**src/rtl/mac_layer_sched_pkg.sv**
```systemverilog
// ---------------------------------------------------------------------------
// mac_layer_sched_pkg
// Shared definitions for the dense-layer MAC scheduler: FSM state encoding,
// default element width, fixed-point fraction position and a clog2 helper.
// No ports (package).
// ---------------------------------------------------------------------------
package mac_layer_sched_pkg;

  localparam int DEF_BITSIZE = 20;
  // Binary point position of every fixed-point element (Q(BITSIZE-12).12).
  localparam int FRAC_BITS   = 12;

  typedef enum logic [2:0] {
    S_IDLE  = 3'd0,
    S_LOAD  = 3'd1,
    S_MAC   = 3'd2,
    S_WRITE = 3'd3,
    S_DONE  = 3'd4
  } state_t;

  // Number of bits needed to hold values 0..value-1; 0 for value<=1.
  function automatic int clog2(input int value);
    int v;
    int n;
    v = value - 1;
    n = 0;
    while (v > 0) begin
      n++;
      v = v >> 1;
    end
    return n;
  endfunction

endpackage

```
**src/rtl/mac_layer_sched_if.sv**
```systemverilog
// ---------------------------------------------------------------------------
// mac_layer_sched_if
// Handshake and operand/result bus between the layer controller and the
// MAC scheduler.
//   start   : controller -> scheduler, request a layer pass
//   x, w, b : controller -> scheduler, packed input vector, weights, biases
//   busy    : scheduler -> controller, pass in progress
//   done    : scheduler -> controller, one-cycle completion pulse
//   y_valid : scheduler -> next stage, y holds a complete result set
//   y       : scheduler -> next stage, packed results
// Modports: master (controller side), slave (scheduler side).
// ---------------------------------------------------------------------------
interface mac_layer_sched_if
  import mac_layer_sched_pkg::*;
#(
  parameter int BITSIZE = DEF_BITSIZE,
  parameter int N_IN    = 6,
  parameter int N_OUT   = 4
);

  logic                          start;
  logic [BITSIZE*N_IN-1:0]       x;
  logic [BITSIZE*N_IN*N_OUT-1:0] w;
  logic [BITSIZE*N_OUT-1:0]      b;
  logic                          busy;
  logic                          done;
  logic                          y_valid;
  logic [BITSIZE*N_OUT-1:0]      y;

  modport master (
    output start, x, w, b,
    input  busy, done, y_valid, y
  );

  modport slave (
    input  start, x, w, b,
    output busy, done, y_valid, y
  );

endinterface

```
**src/rtl/fixed_point_add.sv**
```systemverilog
// ---------------------------------------------------------------------------
// fixed_point_add
// Combinational fixed-point add, two's complement wrap on overflow.
//   i_a, i_b : operands
//   o_s      : sum
// ---------------------------------------------------------------------------
module fixed_point_add
  import mac_layer_sched_pkg::*;
#(
  parameter int BITSIZE = DEF_BITSIZE
) (
  input  logic signed [BITSIZE-1:0] i_a,
  input  logic signed [BITSIZE-1:0] i_b,
  output logic signed [BITSIZE-1:0] o_s
);

  assign o_s = i_a + i_b;

endmodule

```
**src/rtl/fixed_point_multiply.sv**
```systemverilog
// ---------------------------------------------------------------------------
// fixed_point_multiply
// Combinational signed fixed-point multiply. Full product is shifted down by
// FRAC_BITS (floor) and wrapped to BITSIZE bits; no saturation.
//   i_a, i_b : signed operands
//   o_p      : signed product
// ---------------------------------------------------------------------------
module fixed_point_multiply
  import mac_layer_sched_pkg::*;
#(
  parameter int BITSIZE = DEF_BITSIZE
) (
  input  logic signed [BITSIZE-1:0] i_a,
  input  logic signed [BITSIZE-1:0] i_b,
  output logic signed [BITSIZE-1:0] o_p
);

  logic signed [2*BITSIZE-1:0] w_full;

  assign w_full = i_a * i_b;
  assign o_p    = BITSIZE'(w_full >>> FRAC_BITS);

endmodule

```
**src/rtl/mac_layer_sched_mac_pipe.sv**
```systemverilog
// ---------------------------------------------------------------------------
// mac_layer_sched_mac_pipe
// Shared multiply/add pair with a registered product and accumulator.
// Pure datapath; all sequencing comes from the scheduler.
//   clk, reset_n : clock, async active-low reset
//   i_en         : capture i_x_el*i_w_el into the product register
//   i_seed       : acc <= i_bias (wins over i_accum)
//   i_accum      : acc <= acc + product register
//   i_x_el       : selected input element
//   i_w_el       : selected weight element
//   i_bias       : bias of the current row
//   o_acc        : accumulator value
// ---------------------------------------------------------------------------
module mac_layer_sched_mac_pipe
  import mac_layer_sched_pkg::*;
#(
  parameter int BITSIZE = DEF_BITSIZE
) (
  input  logic               clk,
  input  logic               reset_n,
  input  logic               i_en,
  input  logic               i_seed,
  input  logic               i_accum,
  input  logic [BITSIZE-1:0] i_x_el,
  input  logic [BITSIZE-1:0] i_w_el,
  input  logic [BITSIZE-1:0] i_bias,
  output logic [BITSIZE-1:0] o_acc
);

  logic signed [BITSIZE-1:0] w_prod;
  logic signed [BITSIZE-1:0] w_sum;
  logic signed [BITSIZE-1:0] r_prod;
  logic signed [BITSIZE-1:0] r_acc;

  fixed_point_multiply #(.BITSIZE(BITSIZE)) u_mul (
    .i_a (i_x_el),
    .i_b (i_w_el),
    .o_p (w_prod)
  );

  fixed_point_add #(.BITSIZE(BITSIZE)) u_add (
    .i_a (r_acc),
    .i_b (r_prod),
    .o_s (w_sum)
  );

  always_ff @(posedge clk or negedge reset_n) begin
    if (!reset_n) begin
      r_prod <= '0;
      r_acc  <= '0;
    end else begin
      if (i_en) begin
        r_prod <= w_prod;
      end
      if (i_seed) begin
        r_acc <= i_bias;
      end else if (i_accum) begin
        r_acc <= w_sum;
      end
    end
  end

  assign o_acc = r_acc;

endmodule

```
**src/rtl/mac_layer_sched.sv**
```systemverilog
// ---------------------------------------------------------------------------
// mac_layer_sched
// Dense-layer scheduler: one shared multiply/add serves all N_OUT neurons.
// Latches x/w/b on start, walks rows (r) and columns (k), writes each row
// sum to y and pulses done after the last row.
//   clk     : rising-edge clock
//   reset_n : async active-low reset, aborts any pass
//   bus     : slave side of mac_layer_sched_if (start/x/w/b in,
//             busy/done/y_valid/y out)
//
//   state   | meaning
//   --------+----------------------------------------------------------
//   S_IDLE  | waiting for start; y and y_valid hold last result
//   S_LOAD  | latch x, w, b; clear r and k
//   S_MAC   | k=0 seed acc with bias, k=1..N_IN accumulate products
//   S_WRITE | y[r] <= acc; next row or finish
//   S_DONE  | one-cycle done pulse, y_valid set
// ---------------------------------------------------------------------------
module mac_layer_sched
  import mac_layer_sched_pkg::*;
#(
  parameter int BITSIZE = DEF_BITSIZE,
  parameter int N_IN    = 6,
  parameter int N_OUT   = 4
) (
  input  logic                 clk,
  input  logic                 reset_n,
  mac_layer_sched_if.slave     bus
);

  localparam int KW = clog2(N_IN + 1);
  localparam int RW = (clog2(N_OUT) < 1) ? 1 : clog2(N_OUT);
  localparam logic [KW-1:0] K_LAST = KW'(N_IN);
  localparam logic [RW-1:0] R_LAST = RW'(N_OUT - 1);

  state_t r_state;
  state_t w_next_state;

  logic [KW-1:0]                 r_k;
  logic [RW-1:0]                 r_r;
  logic [BITSIZE*N_IN-1:0]       r_x;
  logic [BITSIZE*N_IN*N_OUT-1:0] r_w;
  logic [BITSIZE*N_OUT-1:0]      r_b;
  logic [BITSIZE*N_OUT-1:0]      r_y;
  logic                          r_y_valid;

  logic               w_en;
  logic               w_seed;
  logic               w_accum;
  logic [BITSIZE-1:0] w_x_el;
  logic [BITSIZE-1:0] w_w_el;
  logic [BITSIZE-1:0] w_bias;
  logic [BITSIZE-1:0] w_acc;

  always_ff @(posedge clk or negedge reset_n) begin
    if (!reset_n) begin
      r_state <= S_IDLE;
    end else begin
      r_state <= w_next_state;
    end
  end

  always_comb begin
    w_next_state = r_state;
    w_en         = 1'b0;
    w_seed       = 1'b0;
    w_accum      = 1'b0;
    case (r_state)
      S_IDLE: begin
        if (bus.start) begin
          w_next_state = S_LOAD;
        end
      end
      S_LOAD: begin
        w_next_state = S_MAC;
      end
      S_MAC: begin
        // Product for column k is registered while acc absorbs column k-1.
        w_en    = (r_k != K_LAST);
        w_seed  = (r_k == '0);
        w_accum = (r_k != '0);
        if (r_k == K_LAST) begin
          w_next_state = S_WRITE;
        end
      end
      S_WRITE: begin
        w_next_state = (r_r == R_LAST) ? S_DONE : S_MAC;
      end
      S_DONE: begin
        w_next_state = S_IDLE;
      end
      default: begin
        w_next_state = S_IDLE;
      end
    endcase
  end

  // Operand selection by decode; at k==N_IN nothing matches and the unused
  // product input is zero.
  always_comb begin
    w_x_el = '0;
    w_w_el = '0;
    w_bias = '0;
    for (int i = 0; i < N_IN; i++) begin
      if (KW'(i) == r_k) begin
        w_x_el = r_x[BITSIZE*i +: BITSIZE];
      end
    end
    for (int rr = 0; rr < N_OUT; rr++) begin
      if (RW'(rr) == r_r) begin
        w_bias = r_b[BITSIZE*rr +: BITSIZE];
        for (int kk = 0; kk < N_IN; kk++) begin
          if (KW'(kk) == r_k) begin
            w_w_el = r_w[BITSIZE*(rr*N_IN+kk) +: BITSIZE];
          end
        end
      end
    end
  end

  always_ff @(posedge clk or negedge reset_n) begin
    if (!reset_n) begin
      r_k       <= '0;
      r_r       <= '0;
      r_x       <= '0;
      r_w       <= '0;
      r_b       <= '0;
      r_y       <= '0;
      r_y_valid <= 1'b0;
    end else begin
      case (r_state)
        S_IDLE: begin
          if (bus.start) begin
            r_y_valid <= 1'b0;
          end
        end
        S_LOAD: begin
          r_x <= bus.x;
          r_w <= bus.w;
          r_b <= bus.b;
          r_k <= '0;
          r_r <= '0;
        end
        S_MAC: begin
          if (r_k != K_LAST) begin
            r_k <= r_k + 1'b1;
          end
        end
        S_WRITE: begin
          for (int i = 0; i < N_OUT; i++) begin
            if (RW'(i) == r_r) begin
              r_y[BITSIZE*i +: BITSIZE] <= w_acc;
            end
          end
          if (r_r != R_LAST) begin
            r_r <= r_r + 1'b1;
            r_k <= '0;
          end
        end
        S_DONE: begin
          r_y_valid <= 1'b1;
        end
        default: begin
        end
      endcase
    end
  end

  mac_layer_sched_mac_pipe #(.BITSIZE(BITSIZE)) u_mac_pipe (
    .clk     (clk),
    .reset_n (reset_n),
    .i_en    (w_en),
    .i_seed  (w_seed),
    .i_accum (w_accum),
    .i_x_el  (w_x_el),
    .i_w_el  (w_w_el),
    .i_bias  (w_bias),
    .o_acc   (w_acc)
  );

  assign bus.busy    = (r_state != S_IDLE);
  assign bus.done    = (r_state == S_DONE);
  assign bus.y_valid = r_y_valid | (r_state == S_DONE);
  assign bus.y       = r_y;

endmodule

```
**src/flat_wrapper.sv**
```systemverilog
// flat-port wrapper written by rule: the top's interface ports become plain ports
module mac_layer_sched_flat import mac_layer_sched_pkg::*;
#(
  parameter int BITSIZE = DEF_BITSIZE,
  parameter int N_IN    = 6,
  parameter int N_OUT   = 4
)
  (clk, reset_n, bus_start, bus_x, bus_w, bus_b, bus_busy, bus_done, bus_y_valid, bus_y);
  mac_layer_sched_if #(.BITSIZE(BITSIZE), .N_IN(N_IN), .N_OUT(N_OUT)) bus_i ();
  input  logic clk;
  input  logic reset_n;
  input wire logic [$bits(bus_i.start)-1:0] bus_start;
  input wire logic [$bits(bus_i.x)-1:0] bus_x;
  input wire logic [$bits(bus_i.w)-1:0] bus_w;
  input wire logic [$bits(bus_i.b)-1:0] bus_b;
  output wire logic [$bits(bus_i.busy)-1:0] bus_busy;
  output wire logic [$bits(bus_i.done)-1:0] bus_done;
  output wire logic [$bits(bus_i.y_valid)-1:0] bus_y_valid;
  output wire logic [$bits(bus_i.y)-1:0] bus_y;
  assign bus_i.start = bus_start;
  assign bus_i.x = bus_x;
  assign bus_i.w = bus_w;
  assign bus_i.b = bus_b;
  assign bus_busy = bus_i.busy;
  assign bus_done = bus_i.done;
  assign bus_y_valid = bus_i.y_valid;
  assign bus_y = bus_i.y;
  mac_layer_sched #(.BITSIZE(BITSIZE), .N_IN(N_IN), .N_OUT(N_OUT)) u_core (.clk(clk), .reset_n(reset_n), .bus(bus_i));
endmodule
```
**config.mk**
```make
export PLATFORM = sky130hd
export DESIGN_NAME = mac_layer_sched_flat
export DESIGN_NICKNAME = d
export VERILOG_FILES = /design/src/rtl/mac_layer_sched_pkg.sv /design/src/rtl/mac_layer_sched_if.sv /design/src/rtl/fixed_point_add.sv /design/src/rtl/fixed_point_multiply.sv /design/src/rtl/mac_layer_sched_mac_pipe.sv /design/src/rtl/mac_layer_sched.sv /design/src/flat_wrapper.sv
export SDC_FILE = /design/constraint.sdc
export NUM_CORES = 2
export LEC_CHECK = 0
export CORE_MARGIN = 3
export CORE_UTILIZATION = 49
export DETAILED_ROUTE_END_ITERATION = 8
export DONT_BUFFER_PORTS = 1
export GPL_TIMING_DRIVEN = 1
export MAX_ROUTING_LAYER = met4
export SETUP_SLACK_MARGIN = 0.2
export SYNTH_ARGS = -nofsm -noshare
export SYNTH_HDL_FRONTEND = slang
export SYNTH_SLANG_ARGS = --single-unit
```
**constraint.sdc**
```tcl
create_clock -name clk -period 16.65 [get_ports clk]
set_clock_uncertainty 0.15 [all_clocks]
set_input_delay 1.665 -clock clk [delete_from_list [all_inputs] [get_ports clk]]
set_output_delay 1.665 -clock clk [all_outputs]
set_load 0.01 [all_outputs]
```
# == Word-level counts from Yosys, hierarchy flattened ==
# Index checks and enable logic that the tools add are counted.
# op_classes
n_addsub,3
n_mul,1
eq_ne,20
mux,54
bitwise_logic,1
reduce_logical,17
# op_table
op,n
$mux 20,40
$mul 20x20->32,1
$add 20x20->20,1
$mux 3,5
$reduce_and 2->1,7
$pmux 3 s4,1
$pmux 3 s3,1
$reduce_bool 3->1,3
$eq 2x3->1 const A,2
$eq 3x2->1 const B,2
$eq 3x3->1 const A,2
$eq 3x3->1 const B,2
$logic_not 3->1,2
$ne 2x1->1 const B,3
$reduce_bool 2->1,3
$eq 2x2->1 const A,2
$mux 1,4
$ne 2x2->1 const B,2
$pmux 2 s2,1
$add 3x1->3 const B,1
$eq 1x3->1 const A,1
$eq 3x1->1 const B,1
$ne 3x3->1 const B,1
$reduce_and 3->1,1
other kinds (7),7
# word_totals
register_bits,809
inputBits,683
output_inout_bits,83
word_cells,109

# == Longest topological paths before layout ==
# depth
word_depth,30
depth_mapped,51
depth_no_buf,44

# == Cells and area by module ==
# From an unflattened synthesis, not the netlist that was laid out.
# hier_totals
hier_cells,4680
hier_area_um2,51826.0
# by_module_without_submodules
module,instances,cells_per_inst,area_per_inst_um2,seq_area_each_um2
mac_layer_sched,1,3050,36695.2,19243.5
fixed_point_multiply,1,1370,12469.5,0.0
mac_layer_sched_mac_pipe,1,128,1660.3,1001.0
fixed_point_add,1,132,1001.0,0.0

# == Worst setup path after synthesis ==
# Ideal clock, no wire load.
# synth_path
kind,register -> register
start,reg u_core.r_k[2]
end,reg u_core.u_mac_pipe.r_prod[19]
setup_ns,0.121
t_arrival_ns,9.948
slack_ns,6.431
stages_incl_launch_ff,48
n_path_buf,14
path_cell_list,dfrtp_1 > buf_4 > clkinv_1 > clkbuf_1 > ha_1 > buf_4 > buf_6 > buf_6 > buf_2 > buf_2 > buf_2 > buf_2 > buf_2 > buf_2 > buf_1 > buf_2 > o311ai_0 > o211ai_1 > [12 not listed] > fa_1 > inv_1 > fa_1 > inv_1 > ha_1 > a21o_1 > a21o_1 > a21o_1 > a21o_1 > a21oi_1 > o22ai_1 > inv_1 > o311ai_2 > a211o_1 > a2111o_1 > a31oi_2 > xnor2_1 > o21ai_1
# synth_via
elab_chain_len,30
word_cells_on_any_way,43
classes_between,mul (1); eq/ne (6); mux (35); reduce/logical (1)
# synth_lines
element,line_no,rtl
"start, declared",mac_layer_sched.sv:39,logic [KW-1:0] r_k;
"start signal, assigned",mac_layer_sched.sv:146,r_k <= r_k + 1'b1;
$logic_not 3->1,"mac_layer_sched.sv:105, mac_layer_sched.sv:113",
$mux 20 (6 in series),mac_layer_sched.sv:113,if (KW'(kk) == r_k) begin
$mux 20,mac_layer_sched.sv:110,if (RW'(rr) == r_r) begin
$mux 20 (6 in series),mac_layer_sched.sv:113,
$mux 20,mac_layer_sched.sv:110,
$mux 20 (6 in series),mac_layer_sched.sv:113,
$mux 20,mac_layer_sched.sv:110,
$mux 20 (6 in series),mac_layer_sched.sv:113,
$mux 20,mac_layer_sched.sv:110,
$mul 20x20->32,fixed_point_multiply.sv:20,assign w_full = i_a * i_b;
"end signal, assigned",mac_layer_sched_mac_pipe.sv:53,r_prod <= w_prod;
"end, declared",mac_layer_sched_mac_pipe.sv:32,logic signed [BITSIZE-1:0] r_prod;
# Several ways; a longest one is shown, not always the timed one.
# A chain may end at the register's enable or synchronous reset.

# == Final worst setup path ==
# Ends and elaborated chain as after synthesis.

==> impl_metrics.yaml <==
sta:
  setup_tns_ns: 0
  rsz0062_at_grt: "false"
  worstMarginPinSlew_ns: 1.34
  relSlewSlack: 0.103
  post-route-period-util: 0.715
  setup_violations: 0
  slew_violations: 0
  layout_setup_ws_ns: 4.75
  hold_viol: 0
  min_period_ns: 11.90
  max_freq_ghz: 0.0840
logic_synthesis:
  yosys_warnings: 0
  synth_ff_type: "dfrtp_1"
  synthArstFlopShare: 1.00
  yosysTopAreaCell: "dfrtp_1"
  synth.distinct_cells: 96
  seq_area_frac_synth: 0.404
  synthTopCellsByCount: "809 x dfrtp_1, 737 x mux2_2, 458 x inv_1"
  synth_area_sq_um: 50100
  ys_seq_elements: 809
  synth_nets: 5739
  synth_top_area_frac: 0.404
  yosys.cell_count.top_type: "dfrtp_1"
  netlist_instances: 4596
  synth_area_leaders: "dfrtp_1 40%, mux2_2 17%, fa_1 13%"
  syn_area_per_cell_sq_um: 10.9
  synth_edf_count: 0
hold_path:
  hold_path_class: "flop to flop"
  hold_path_depth: 2
  hold_end: "u_core.u_mac_pipe.r_prod[5]"
  hold_start: "u_core.u_mac_pipe.r_prod[5]"
status:
  status: "finished, final reports clean"
critical_path:
  worstSetupEndpointType: "flop"
  r2r_setup_slack_ns: 4.75
  r2r_start: "u_core.r_k[2]"
  path_max_fanout: 53
  cp.required_ns: 17.05
  rr_worst_depth: 40
  arrival_ns: 12.30
  timing.critical_path.mode_cell: "fa_1"
  critPathKind: "flop to flop"
  slowest_delay_ns: 0.74
  r2r_end: "u_core.u_mac_pipe.r_prod[19]"
  startpoint_type: "flop"
  crit_slowest_cell: "a221o_1"
  crit_buf_inv: 8
  crit_family: "adder cells"
die:
  core.rowCount: 116
  start_util: 0.498
  die_area_sq_um: 106000
  core-area_sq_um: 101000
  pin_count: 766
  die_h_um: 326
  die_w_um: 326
grt:
  grt_pass1_vias: 36700
  grt_max_degree: 810
  antenna_found_initial: 118
  grt_overflow_total: 0
  track_usage: 0.334
  grt_pass1_wl_um: 253000
place:
  place_ws_ns: 4.86
  io_buffers: 0
  hpwlAfterDp_um: 131000
  gp_congestion: 0.941
clocking:
  cts_tree: "done"
  cts-hold-fix-buffers: 0
  clk_pin_slew_ns: 0.06
  cts.sinks: 809
  clock_path_buffers: 3
  cts_resized: 0
  htreeDepth: 3
  postCtsSetupBuffers: 0
  root_buffer: "clkbuf_16"
  clock_latency_ns: 0.70
  cts-buffers-inserted: 90
route:
  drtAntennaViolNets: 0
  wirelength_um: 175000
  post_drt_wl_per_cell_um: 29.3
  dr.first_iter.drc_count: 3568
  vias_per_cell: 6.02
  drc: 0
  vias: 36000
  drt_first_pass_iters: 8
flow_run:
  drv_cap: 0
cells_and_area:
  drive_gt1_frac: 0.223
  nets: 5595
  area_delta_synth_final_pct: 8.82
  n_fill_cell: 9031
registers in the layout, summed over array words and instances (netlist names):
register,flops
u_core.r_r,2
u_core.r_k,3
u_core.r_x,120
u_core.u_mac_pipe.r_prod,20
u_core.r_b,80
u_core.bus.y,80
u_core.r_w,480
u_core.r_y_valid,1
u_core.r_state,3
u_core.u_mac_pipe.o_acc,20
worst max path at each step:
stage / start / to / slack, ns / cells after the start
2_1_floorplan: u_core.r_k[2] / u_core.u_mac_pipe.r_prod[19] / 6.43 / 47
3_3_place_gp: u_core.r_k[2] / u_core.u_mac_pipe.r_prod[19] / 5.02 / 40
3_5_place_dp: u_core.r_k[2] / u_core.u_mac_pipe.r_prod[19] / 4.86 / 40
4_1_cts: u_core.r_k[2] / u_core.u_mac_pipe.r_prod[19] / 4.84 / 40
5_1_grt: u_core.r_k[2] / u_core.u_mac_pipe.r_prod[19] / 4.17 / 40
6_report: u_core.r_k[2] / u_core.u_mac_pipe.r_prod[19] / 4.75 / 40
area by class of cell:
class / count / area (sq um) / share of cell area
inverter: 460 / 1730 / 0.0317
timing repair buffer: 69 / 636 / 0.0117
multi-input combinational: 3022 / 26900 / 0.494
tap: 1357 / 1700 / 0.0311
clock inverter: 30 / 387 / 0.00709
antenna: 103 / 258 / 0.00473
clock buffer: 133 / 2640 / 0.0485
sequential: 809 / 20200 / 0.371
worst min-delay path, stage by stage (launching register included):
cell and delay, ns:
dfrtp_1 0.35, nand2_1 0.05, o21ai_0 0.06
per-layer routing:
metal  vias to the layer above  global-route usage  wire [um]  share of wire
met3                       362              0.0958      16300          0.093
met2                      1689               0.529      84400           0.48
met4                         0               0.146       7690          0.044
li1                      15500                   -          -              -
met5                         -                   -          0              0
met1                     18500               0.399      66700           0.38
per-stage QoR:
| step | cells | hold slack [ns] | utilization | area [sq um] |
|---|---|---|---|---|
| 2_1_floorplan | 4596 | 0.303 | - | 50100 |
| 3_3_place_gp | 5713 | 0.328 | 0.508 | 51100 |
| 3_5_place_dp | 5713 | 0.331 | 0.508 | 51100 |
| 4_1_cts | 5876 | 0.344 | 0.538 | 54200 |
| 5_1_grt | 5969 | 0.364 | 0.541 | 54500 |
| 6_report | 5983 | 0.341 | 0.541 | 54500 |
logic make-up (layout without fill, tap and decap cells):
| family | count (synthesis) | after routing | synth area share |
|---|---|---|---|
| mux | 740 | 740 | 0.166 |
| flops | 809 | 809 | 0.404 |
| xor+xnor | 54 | 54 | 0.00971 |
| compound gates | 791 | 791 | 0.107 |
| other cells | 0 | 103 | 0 |
| buf+inv | 765 | 692 | 0.0615 |
| simple gates | 977 | 977 | 0.0863 |
| fa+ha+maj | 460 | 460 | 0.165 |
cells in the final DEF, fill, tap and decap left out, types with 103 or more instances in the layout:
cell,count
dfrtp_1,808
mux2_2,737
inv_1,458
nand2_1,436
fa_1,337
nor2_1,267
o21ai_0,225
a21oi_1,141
ha_1,116
diode_2,103
Power is not shown: default switching activity piles up to over one toggle a cycle in this logic, so the estimate is an artifact.
